## src/rtl/sample_log_writer_if.sv

```systemverilog
// rtl/sample_log_writer_if.sv - RAM write-port bundle between the sample log writer and the on-chip RAM
// Ports (modport master = log writer, slave = RAM):
//   mem_address     word address, ADDR_W bits
//   mem_writedata   32-bit write data
//   mem_byteenable  byte lanes, always all four
//   mem_chipselect  asserted together with mem_write
//   mem_write       one-cycle write strobe
//   mem_clken       RAM clock enable, constant 1
interface sample_log_writer_if #(
    parameter int ADDR_W = 17
);
    logic [ADDR_W-1:0] mem_address;
    logic [31:0]       mem_writedata;
    logic [3:0]        mem_byteenable;
    logic              mem_chipselect;
    logic              mem_write;
    logic              mem_clken;

    modport master (
        output mem_address,
        output mem_writedata,
        output mem_byteenable,
        output mem_chipselect,
        output mem_write,
        output mem_clken
    );

    modport slave (
        input mem_address,
        input mem_writedata,
        input mem_byteenable,
        input mem_chipselect,
        input mem_write,
        input mem_clken
    );
endinterface

```

## src/rtl/sample_log_writer.sv

```systemverilog
// rtl/sample_log_writer.sv - captures free-running samples into a FIFO and writes them to RAM as a circular log
// Ports:
//   clk, reset_n        clock, asynchronous active-low reset
//   enable              logging enabled while high
//   clear               pulse: zero-fill the RAM and restart the log at address 0
//   snk_valid/snk_data  sample strobe and word, no backpressure
//   mem                 RAM write port (sample_log_writer_if.master)
//   wr_ptr              next log address to be written
//   wrapped             sticky: the log has wrapped at least once
//   busy                high while zero-filling
//   drop_count          saturating count of samples lost to FIFO overflow
// Optional feature macro: SAMPLE_LOG_TIMESTAMP_EN (each sample logged as {timestamp, data}, two words)
module sample_log_writer #(
    parameter int DEPTH      = 75000,
    parameter int ADDR_W     = 17,
    parameter int FIFO_DEPTH = 16
) (
    input  logic                 clk,
    input  logic                 reset_n,
    input  logic                 enable,
    input  logic                 clear,
    input  logic                 snk_valid,
    input  logic [31:0]          snk_data,
    sample_log_writer_if.master  mem,
    output logic [ADDR_W-1:0]    wr_ptr,
    output logic                 wrapped,
    output logic                 busy,
    output logic [15:0]          drop_count
);
    localparam int FW = $clog2(FIFO_DEPTH);
`ifdef SAMPLE_LOG_TIMESTAMP_EN
    localparam int ENTRY_W = 64;
`else
    localparam int ENTRY_W = 32;
`endif
    localparam logic [ADDR_W-1:0] LAST = ADDR_W'(DEPTH - 1);

    typedef enum logic [1:0] {IDLE, CLEAR, RUN} state_t;
    state_t state;

    logic [ENTRY_W-1:0] fifo_mem [FIFO_DEPTH];
    logic [FW:0]        f_wp, f_rp;
    logic               f_empty, f_full;
    logic               flush, pop, push_req, push, drop;
    logic [ENTRY_W-1:0] head, entry;
    logic [ADDR_W-1:0]  clr_addr, ptr_next;

    // Pointers carry one extra bit so full and empty are distinguishable.
    assign f_empty  = (f_wp == f_rp);
    assign f_full   = (f_wp[FW] != f_rp[FW]) && (f_wp[FW-1:0] == f_rp[FW-1:0]);
    assign head     = fifo_mem[f_rp[FW-1:0]];
    // A clear seen in RUN discards everything queued, including a sample arriving that cycle.
    assign flush    = (state == RUN) && clear;
    assign push_req = snk_valid && (state != IDLE) && !flush;
    // A pop in the same cycle frees the slot, so a push into a full FIFO still lands.
    assign push     = push_req && (!f_full || pop);
    assign drop     = push_req && f_full && !pop;
    assign ptr_next = (wr_ptr == LAST) ? '0 : wr_ptr + 1'b1;

    assign mem.mem_byteenable = 4'hF;
    assign mem.mem_clken      = 1'b1;

`ifdef SAMPLE_LOG_TIMESTAMP_EN
    logic [31:0] cycle_count;
    logic        phase;   // 0: timestamp word next, 1: data word next (entry popped then)

    assign entry = {cycle_count, snk_data};
    assign pop   = (state == RUN) && !clear && !f_empty && phase;

    always_ff @(posedge clk or negedge reset_n) begin
        if (!reset_n) begin
            cycle_count <= '0;
        end else begin
            cycle_count <= cycle_count + 1'b1;
        end
    end
`else
    assign entry = snk_data;
    assign pop   = (state == RUN) && !clear && !f_empty;
`endif

    always_ff @(posedge clk) begin
        if (push) begin
            fifo_mem[f_wp[FW-1:0]] <= entry;
        end
    end

    always_ff @(posedge clk or negedge reset_n) begin
        if (!reset_n) begin
            f_wp       <= '0;
            f_rp       <= '0;
            drop_count <= '0;
        end else begin
            if (flush) begin
                f_rp <= f_wp;
            end else if (pop) begin
                f_rp <= f_rp + 1'b1;
            end
            if (push) begin
                f_wp <= f_wp + 1'b1;
            end
            if (drop && (drop_count != 16'hFFFF)) begin
                drop_count <= drop_count + 1'b1;
            end
        end
    end

    always_ff @(posedge clk or negedge reset_n) begin
        if (!reset_n) begin
            state              <= IDLE;
            busy               <= 1'b0;
            wr_ptr             <= '0;
            wrapped            <= 1'b0;
            clr_addr           <= '0;
            mem.mem_write      <= 1'b0;
            mem.mem_chipselect <= 1'b0;
            mem.mem_address    <= '0;
            mem.mem_writedata  <= '0;
`ifdef SAMPLE_LOG_TIMESTAMP_EN
            phase              <= 1'b0;
`endif
        end else begin
            mem.mem_write      <= 1'b0;
            mem.mem_chipselect <= 1'b0;
            case (state)
                IDLE: begin
                    if (clear) begin
                        state    <= CLEAR;
                        busy     <= 1'b1;
                        clr_addr <= '0;
                    end else if (enable) begin
                        state <= RUN;
                    end
                end
                CLEAR: begin
                    mem.mem_write      <= 1'b1;
                    mem.mem_chipselect <= 1'b1;
                    mem.mem_address    <= clr_addr;
                    mem.mem_writedata  <= '0;
                    if (clear) begin
                        clr_addr <= '0;
                    end else if (clr_addr == LAST) begin
                        wr_ptr  <= '0;
                        wrapped <= 1'b0;
                        busy    <= 1'b0;
                        state   <= enable ? RUN : IDLE;
                    end else begin
                        clr_addr <= clr_addr + 1'b1;
                    end
                end
                RUN: begin
                    if (clear) begin
                        state    <= CLEAR;
                        busy     <= 1'b1;
                        clr_addr <= '0;
`ifdef SAMPLE_LOG_TIMESTAMP_EN
                        phase    <= 1'b0;
`endif
                    end else if (!f_empty) begin
                        mem.mem_write      <= 1'b1;
                        mem.mem_chipselect <= 1'b1;
                        mem.mem_address    <= wr_ptr;
                        wr_ptr             <= ptr_next;
                        if (wr_ptr == LAST) begin
                            wrapped <= 1'b1;
                        end
`ifdef SAMPLE_LOG_TIMESTAMP_EN
                        mem.mem_writedata <= phase ? head[31:0] : head[63:32];
                        phase             <= !phase;
`else
                        mem.mem_writedata <= head;
`endif
                    end else if (!enable) begin
                        state <= IDLE;
                    end
                end
                default: state <= IDLE;
            endcase
        end
    end
endmodule

```

## src/flat_wrapper.sv

```systemverilog
// flat-port wrapper written by rule: the top's interface ports become plain ports
module sample_log_writer_flat 
#(
    parameter int DEPTH      = 75000,
    parameter int ADDR_W     = 17,
    parameter int FIFO_DEPTH = 16
)
  (clk, reset_n, enable, clear, snk_valid, snk_data, wr_ptr, wrapped, busy, drop_count, mem_mem_address, mem_mem_writedata, mem_mem_byteenable, mem_mem_chipselect, mem_mem_write, mem_mem_clken);
  sample_log_writer_if #(.ADDR_W(ADDR_W)) mem_i ();
  input  logic clk;
  input  logic reset_n;
  input  logic enable;
  input  logic clear;
  input  logic snk_valid;
  input  logic [31:0] snk_data;
  output logic [ADDR_W-1:0] wr_ptr;
  output logic wrapped;
  output logic busy;
  output logic [15:0] drop_count;
  output wire logic [$bits(mem_i.mem_address)-1:0] mem_mem_address;
  output wire logic [$bits(mem_i.mem_writedata)-1:0] mem_mem_writedata;
  output wire logic [$bits(mem_i.mem_byteenable)-1:0] mem_mem_byteenable;
  output wire logic [$bits(mem_i.mem_chipselect)-1:0] mem_mem_chipselect;
  output wire logic [$bits(mem_i.mem_write)-1:0] mem_mem_write;
  output wire logic [$bits(mem_i.mem_clken)-1:0] mem_mem_clken;
  assign mem_mem_address = mem_i.mem_address;
  assign mem_mem_writedata = mem_i.mem_writedata;
  assign mem_mem_byteenable = mem_i.mem_byteenable;
  assign mem_mem_chipselect = mem_i.mem_chipselect;
  assign mem_mem_write = mem_i.mem_write;
  assign mem_mem_clken = mem_i.mem_clken;
  sample_log_writer #(.DEPTH(DEPTH), .ADDR_W(ADDR_W), .FIFO_DEPTH(FIFO_DEPTH)) u_core (.clk(clk), .reset_n(reset_n), .enable(enable), .clear(clear), .snk_valid(snk_valid), .snk_data(snk_data), .mem(mem_i), .wr_ptr(wr_ptr), .wrapped(wrapped), .busy(busy), .drop_count(drop_count));
endmodule
```

## config.mk

```make
export PLATFORM = sky130hd
export DESIGN_NAME = sample_log_writer_flat
export DESIGN_NICKNAME = d
export VERILOG_FILES = /design/src/rtl/sample_log_writer_if.sv /design/src/rtl/sample_log_writer.sv /design/src/flat_wrapper.sv
export SDC_FILE = /design/constraint.sdc
export NUM_CORES = 1
export LEC_CHECK = 0
export BUFFER_PORTS_ARGS = -buffer_cell sky130_fd_sc_hd__buf_2
export CORE_MARGIN = 1.5
export CORE_UTILIZATION = 61
export CTS_CLUSTER_SIZE = 30
export DETAILED_ROUTE_END_ITERATION = 8
export HOLD_SLACK_MARGIN = 0.06
export PLACE_DENSITY_LB_ADDON = 0.25
export SLEW_MARGIN = 40
export SYNTH_ARGS = -nofsm -noshare
export SYNTH_HDL_FRONTEND = slang
export SYNTH_SLANG_ARGS = --single-unit
export TNS_END_PERCENT = 20
```

## constraint.sdc

```tcl
create_clock -name clk -period 5.2 [get_ports clk]
set_input_delay 0.78 -clock clk [delete_from_list [all_inputs] [get_ports clk]]
set_output_delay 0.78 -clock clk [all_outputs]
set_load 0.01 [all_outputs]
```

After elaboration in Yosys (flattened, before gate mapping)

Memory sizes are Yosys's and may differ from the RTL's.
Index checks and enable logic that the tools add are counted.
W data, S select, Z words.

Memories: 1
Output and inout port bits: 91
Memory bits (writable): 512
Word-level logic and storage cells: 103
Register bits after elaboration: 114

Mux-type cells: 40
Eq/ne operators: 18
$add $sub $neg: 5
Reduce and logical (&&, ||, !) cells: 28

Memories:

| memory          | depth | bits a word | rd ports | clocked after memory_dff | write ports | line                    | source |
|---|---|---|---|---|---|---|---|
| u_core.fifo_mem | 16    | 32          | 1        | 0                        | 1           | sample_log_writer.sv:41 | `logic [ENTRY_W-1:0] fifo_mem [FIFO_DEPTH];` |

Operators with widths:

| kind                    | number |
|---|---|
| $mux W17                | 10 |
| $pmux W17 S2            | 3 |
| $mux W32                | 2 |
| $pmux W32 S2            | 1 |
| $add A17 B1 Y17 const B | 2 |
| $eq A17 B17 Y1 const B  | 2 |
| $add A16 B1 Y16 const B | 1 |
| $mux W2                 | 8 |
| $ne A16 B16 Y1 const B  | 1 |
| $add A5 B1 Y5 const B   | 2 |
| $logic_and A1 B1 Y1     | 10 |
| $mux W1                 | 10 |
| $mux W5                 | 2 |
| $reduce_and A5 Y1       | 2 |
| $ne A3 B3 Y1 const B    | 3 |
| $reduce_bool A2 Y1      | 4 |
| $ne A2 B1 Y1 const B    | 3 |
| $ne A2 B2 Y1 const B    | 3 |
| $pmux W1 S2             | 3 |
| $pmux W2 S3             | 1 |
| $reduce_and A3 Y1       | 2 |
| $reduce_and A6 Y1       | 1 |
| $eq A5 B5 Y1            | 1 |
| $logic_not A1 Y1        | 5 |
| 9 further kinds         | 9 |

Depth between registers and ports, before layout

Word-level depth: 7
Mapped depth: 10
Mapped depth without buffers: 7

Worst setup path before layout

No wires, ideal clock.

Kind: input port to flip-flop
From: input clear
To: memory u_core.fifo_mem[3][0] (enable)
Slack: 0.672 ns
Setup time: 0.461 ns
Data required time: 4.739 ns
Cell stages on the path: 7
Arrival: 4.067 ns
Cell sequence: clkbuf_1 -> nand2_1 -> and3b_1 -> a21boi_0 -> clkbuf_1 -> nand2_1 -> nor3_1

Word-level cells in the longest chain between the ends: 7
Elaborated cells between the ends (all ways): 10
Those cells by class: mux: 2; reduce/logical: 8

RTL lines:

| what                              | line                    | source |
|---|---|---|
| from (decl)                       | flat_wrapper.sv:13      | `input logic clear;` |
| $logic_not A1 Y1                  | sample_log_writer.sv:79 | `assign pop = (state == RUN) && !clear && !f_empty;` |
| $logic_and A1 B1 Y1 (2 in series) | sample_log_writer.sv:79 |  |
| $logic_or A1 B1 Y1                | sample_log_writer.sv:56 | `assign push = push_req && (!f_full \|\| pop);` |
| $logic_and A1 B1 Y1 (*)           | sample_log_writer.sv:56 |  |
| $mux W1 (*)                       | sample_log_writer.sv:83 | `if (push) begin` |
| $mux W1 (implied by the code) (*) | sample_log_writer.sv:84 | `fifo_mem[f_wp[FW-1:0]] <= entry;` |
| to (decl)                         | sample_log_writer.sv:41 |  |

Every way passes the cells marked *; elsewhere a longest branch is shown, timed or not.

Worst setup path in the final report

From: register u_core.state[0]
To: memory u_core.fifo_mem[3][10] (enable)

Word-level cells in the longest chain between the ends: 7
Elaborated cells between the ends (all ways): 12
Those cells by class: eq/ne: 1; mux: 2; reduce/logical: 9

RTL lines:

| what                                                      | line                                             | source |
|---|---|---|
| from (decl)                                               | sample_log_writer.sv:39                          | `state_t state;` |
| from (signal assigned)                                    | sample_log_writer.sv:146                         | `state <= enable ? RUN : IDLE;` |
| $eq A2 B2 Y1                                              | sample_log_writer.sv:53, sample_log_writer.sv:79 |  |
| $logic_and A1 B1 Y1 (on tied branches)                    | sample_log_writer.sv:53, sample_log_writer.sv:79 |  |
| $logic_not A1 Y1 or $logic_and A1 B1 Y1 (tied branches)   | sample_log_writer.sv:54, sample_log_writer.sv:79 |  |
| $logic_and A1 B1 Y1 or $logic_or A1 B1 Y1 (tied branches) | sample_log_writer.sv:54, sample_log_writer.sv:56 |  |
| $logic_and A1 B1 Y1 (*)                                   | sample_log_writer.sv:56                          |  |
| $mux W1 (*)                                               | sample_log_writer.sv:83                          |  |
| $mux W1 (implied by the code) (*)                         | sample_log_writer.sv:84                          |  |

Marked as above.

==> results_dict.tcl <==
set metrics [dict create \
    synth_area_mm2 0.02525 \
    cts_inserted_buffers 60 \
    fin_tns_setup_ns 0 \
    dr_wl_met2_mm 25.39 \
    fp-row-count 74 \
    worstPathBufferInverterCount 4 \
    viasPerCell 6.306 \
    p_total_w 0.01415 \
    reg2reg_from "u_core.state[0]" \
    antenna_found_initial 0 \
    synthAdderAreaFrac 0.005946 \
    synth_area_leaders "edfxtp_1 61%, mux4_2 11%, dfrtp_1 11%" \
    cts_tree "yes" \
    start_util 0.6185 \
    yosysSeqAreaShare 0.7218 \
    critical_path_arrival_ns 4.00 \
    final_util 0.6953 \
    max_slew_margin 0.4522 \
    dieArea_mm2 0.04263 \
    clkLatencyLatePin_ns 0.64 \
    num-nets-final 1583 \
    leakagePower_nw 10.06 \
    synth_mux_area_frac 0.1504 \
    coreArea_mm2 0.04083 \
    outcome "finished clean" \
    dp_hpwl_mm 29.02 \
    place.gp.congestion 0.8227 \
    routedWlPerCell_um 24.25 \
    nFillCells 2534 \
    detailed_place.area_mm2 0.02641 \
    wl_met1_mm 21.55 \
    synth_top_area_frac 0.6088 \
    ant_nets 0 \
    crit_family "buffers and inverters" \
    crit_top_cell "buf_4" \
    vias 13360 \
    syn-mean-instance-area_um2 17.73 \
    grt_max_degree 82 \
    grt_setup_unrepaired "false" \
    critPathLaunchType "register" \
    yosys.area_share.simple 0.04811 \
    ioPinCount 128 \
    synth_top_family_by_area "multiplexers" \
    period_needed_ns 3.720 \
    synth_warnings 0 \
    setup_violations 0 \
    syn_inst 1424 \
    yosysMostFrequentCell "edfxtp_1" \
    critical_path_class "register to register" \
    stdcell_area_mm2 0.02839 \
    postCtsHoldBufs 0 \
    drive_gt1_frac 0.2636 \
    fin_crit_sh 0.7153 \
    synth-compound-area-share 0.04712 \
    route.met3.wl_mm 3.316 \
    areaGrowthSynthToFinish_pct 12.42 \
    synthArstFlopShare 0.1821 \
    synth.distinct_cells 55 \
    synth-seq-cells 626 \
    ir_drop_v 0.0004050 \
    crit_chain "inv_1 > ha_1 > buf_4 > nor2b_1 > nor2_1 > a21boi_0 > buf_4 > nand2_1 > nor3_2 > buf_4" \
    r2r_slack_ns 1.48 \
    hold_violations 0 \
    grt_pass1_wl_mm 78.95 \
    clock_path_buffers 3 \
    r2r_cells 10 \
    cp_max_fo 36 \
    routed.top_layer "met4" \
    fmax_mhz 268.8 \
    synthTopCellsByCount "512 x edfxtp_1, 128 x mux4_2, 114 x dfrtp_1, 73 x nand2_1, 68 x o21ai_0" \
    yosysTopAreaCell "edfxtp_1" \
    synth_edf_count 512 \
    drv_cap 0 \
    synth-xor-area-share 0.008324 \
    slew_viol_final 0 \
    dieWidth_um 206.5 \
    synth_ff_type "edfxtp_1" \
    cts_root_buf "clkbuf_16" \
    die_h_um 206.5 \
    finClkSkew_ns 0.02223 \
    grt_pass1_vias 13360 \
    grt.total_usage 0.2507 \
    endpoint_kind "register" \
    clock_sinks 626 \
    cts.reportedPaths.clkPinSlew_ns 0.06 \
    ctsResizeCount 0 \
    timing.rr.end "u_core.fifo_mem[3][10]" \
    slowest_delay_ns 0.49 \
    worst_slew_pin_slew_ns 0.8142 \
    cts_htree_levels 2 \
    required_ns 5.48 \
    gr-total-overflow 0 \
    diodes 0 \
    placement.io_buffers 122 \
    hp-class "input pin to asynchronous set/reset pin" \
    drc 0 \
    slowest_stage "nor3_2" \
    dr.pass1.iters 5 \
    finalWirelength_mm 51.37 \
    postCtsSetupRepairBufs 0 \
    p_per_area_mw_per_mm2 498.3 \
    first_iter_violations 1301 \
]
-- placed cells by master (no fill, tap or decap), types with 4 or more instances in the layout --
master / Yosys / layout
a21oi_1: 41 / 41
mux2i_1: 52 / 52
o22ai_1: 9 / 9
o21ai_0: 68 / 68
inv_1: 15 / 15
bufinv_16: 0 / 4
nand3_1: 28 / 28
dfrtp_1: 114 / 110
clkinv_1: 0 / 10
clkbuf_16: 0 / 61
clkinv_2: 0 / 11
and3_1: 23 / 8
clkbuf_8: 0 / 8
buf_2: 22 / 121
edfxtp_1: 512 / 512
nand2_1: 73 / 73
clkbuf_1: 54 / 13
mux4_2: 128 / 128
o31ai_1: 40 / 40
a21boi_0: 4 / 4
buf_4: 7 / 10
nor4_1: 8 / 7
a31oi_1: 9 / 9
nor2_1: 56 / 56
mux2_2: 35 / 35
and3_4: 0 / 15
ha_1: 12 / 12
nor2b_1: 6 / 6
xnor2_1: 13 / 13
xor2_1: 11 / 11
and4_1: 5 / 5
conb_1: 1 / 5
nand2b_1: 4 / 4
nand4_1: 13 / 13
nor3_1: 15 / 14
-- per-layer routing --
layer | up-vias | global-route usage
li1 | 5900 | -
met1 | 6874 | 0.3552
met2 | 506 | 0.4055
met3 | 77 | 0.04478
met4 | 0 | 0.07143
met5 | - | 0
-- area by class of cell --
class                           instances  area [um^2]  area share
Sequential cell                       626        18240      0.6425
Multi-Input combinational cell        696         6705      0.2362
Clock buffer                           81         1672     0.05888
Timing Repair Buffer                  135        745.7     0.02627
Tap cell                              532        665.6     0.02345
Clock inverter                         33        304.0     0.01071
Inverter                               15        56.30    0.001983
-- where the power goes --
group,internal [W],switching (W)
sequential,0.00583,0.000351
clock,0.00247,0.00186
combinational,0.00165,0.00199
-- worst reg2reg max path, stage by stage, from the launching register on --
cell	delay, ns
dfrtp_1	0.42
inv_1	0.13
ha_1	0.16
buf_4	0.41
nor2b_1	0.40
nor2_1	0.14
a21boi_0	0.30
buf_4	0.29
nand2_1	0.13
nor3_2	0.49
buf_4	0.49
-- cells by family after synthesis --
| kind of cell | Yosys count |
|---|---|
| DFF | 626 |
| and+or+nand+nor | 248 |
| muxes | 215 |
| AOI/OAI and AO/OA | 192 |
| buffers and inverters | 106 |
| xor gates and xnor gates | 24 |
| adders and majority gates | 12 |
| other | 1 |
-- registers in the layout, indices dropped and copies added (netlist names) --
signal                     cells
u_core.wrapped                 1
u_core.wr_ptr                 17
u_core.f_wp                    5
u_core.fifo_mem              512
u_core.clr_addr               17
u_core.drop_count             16
u_core.state                   2
u_core.mem.mem_chipselect      1
u_core.f_rp                    5
u_core.mem.mem_address        17
u_core.busy                    1
u_core.mem.mem_writedata      32
-- through the flow --
stage,hold WS (ns),worst slack (ns),instances
3_5_place_dp,0.4648,1.515,2004
4_1_cts,0.2275,1.497,2118
5_1_grt,0.2360,1.257,2118
3_3_place_gp,0.4575,1.667,2003
6_report,0.2027,1.480,2118
2_1_floorplan,0.4718,0.6718,1428
-- worst max-delay path by stage --
stage                               start                      to  slack, ns  cells past startpoint
after floorplan                     clear   u_core.fifo_mem[3][0]       0.67                      7
after global placement    u_core.state[0]  u_core.fifo_mem[3][13]       1.67                     10
after detailed placement  u_core.state[0]  u_core.fifo_mem[3][16]       1.52                     10
after CTS                 u_core.state[0]  u_core.fifo_mem[3][14]       1.50                     10
after global routing      u_core.state[0]  u_core.fifo_mem[3][17]       1.26                     10
final                     u_core.state[0]  u_core.fifo_mem[3][10]       1.48                     10
Power figures use the tool's default switching activity.
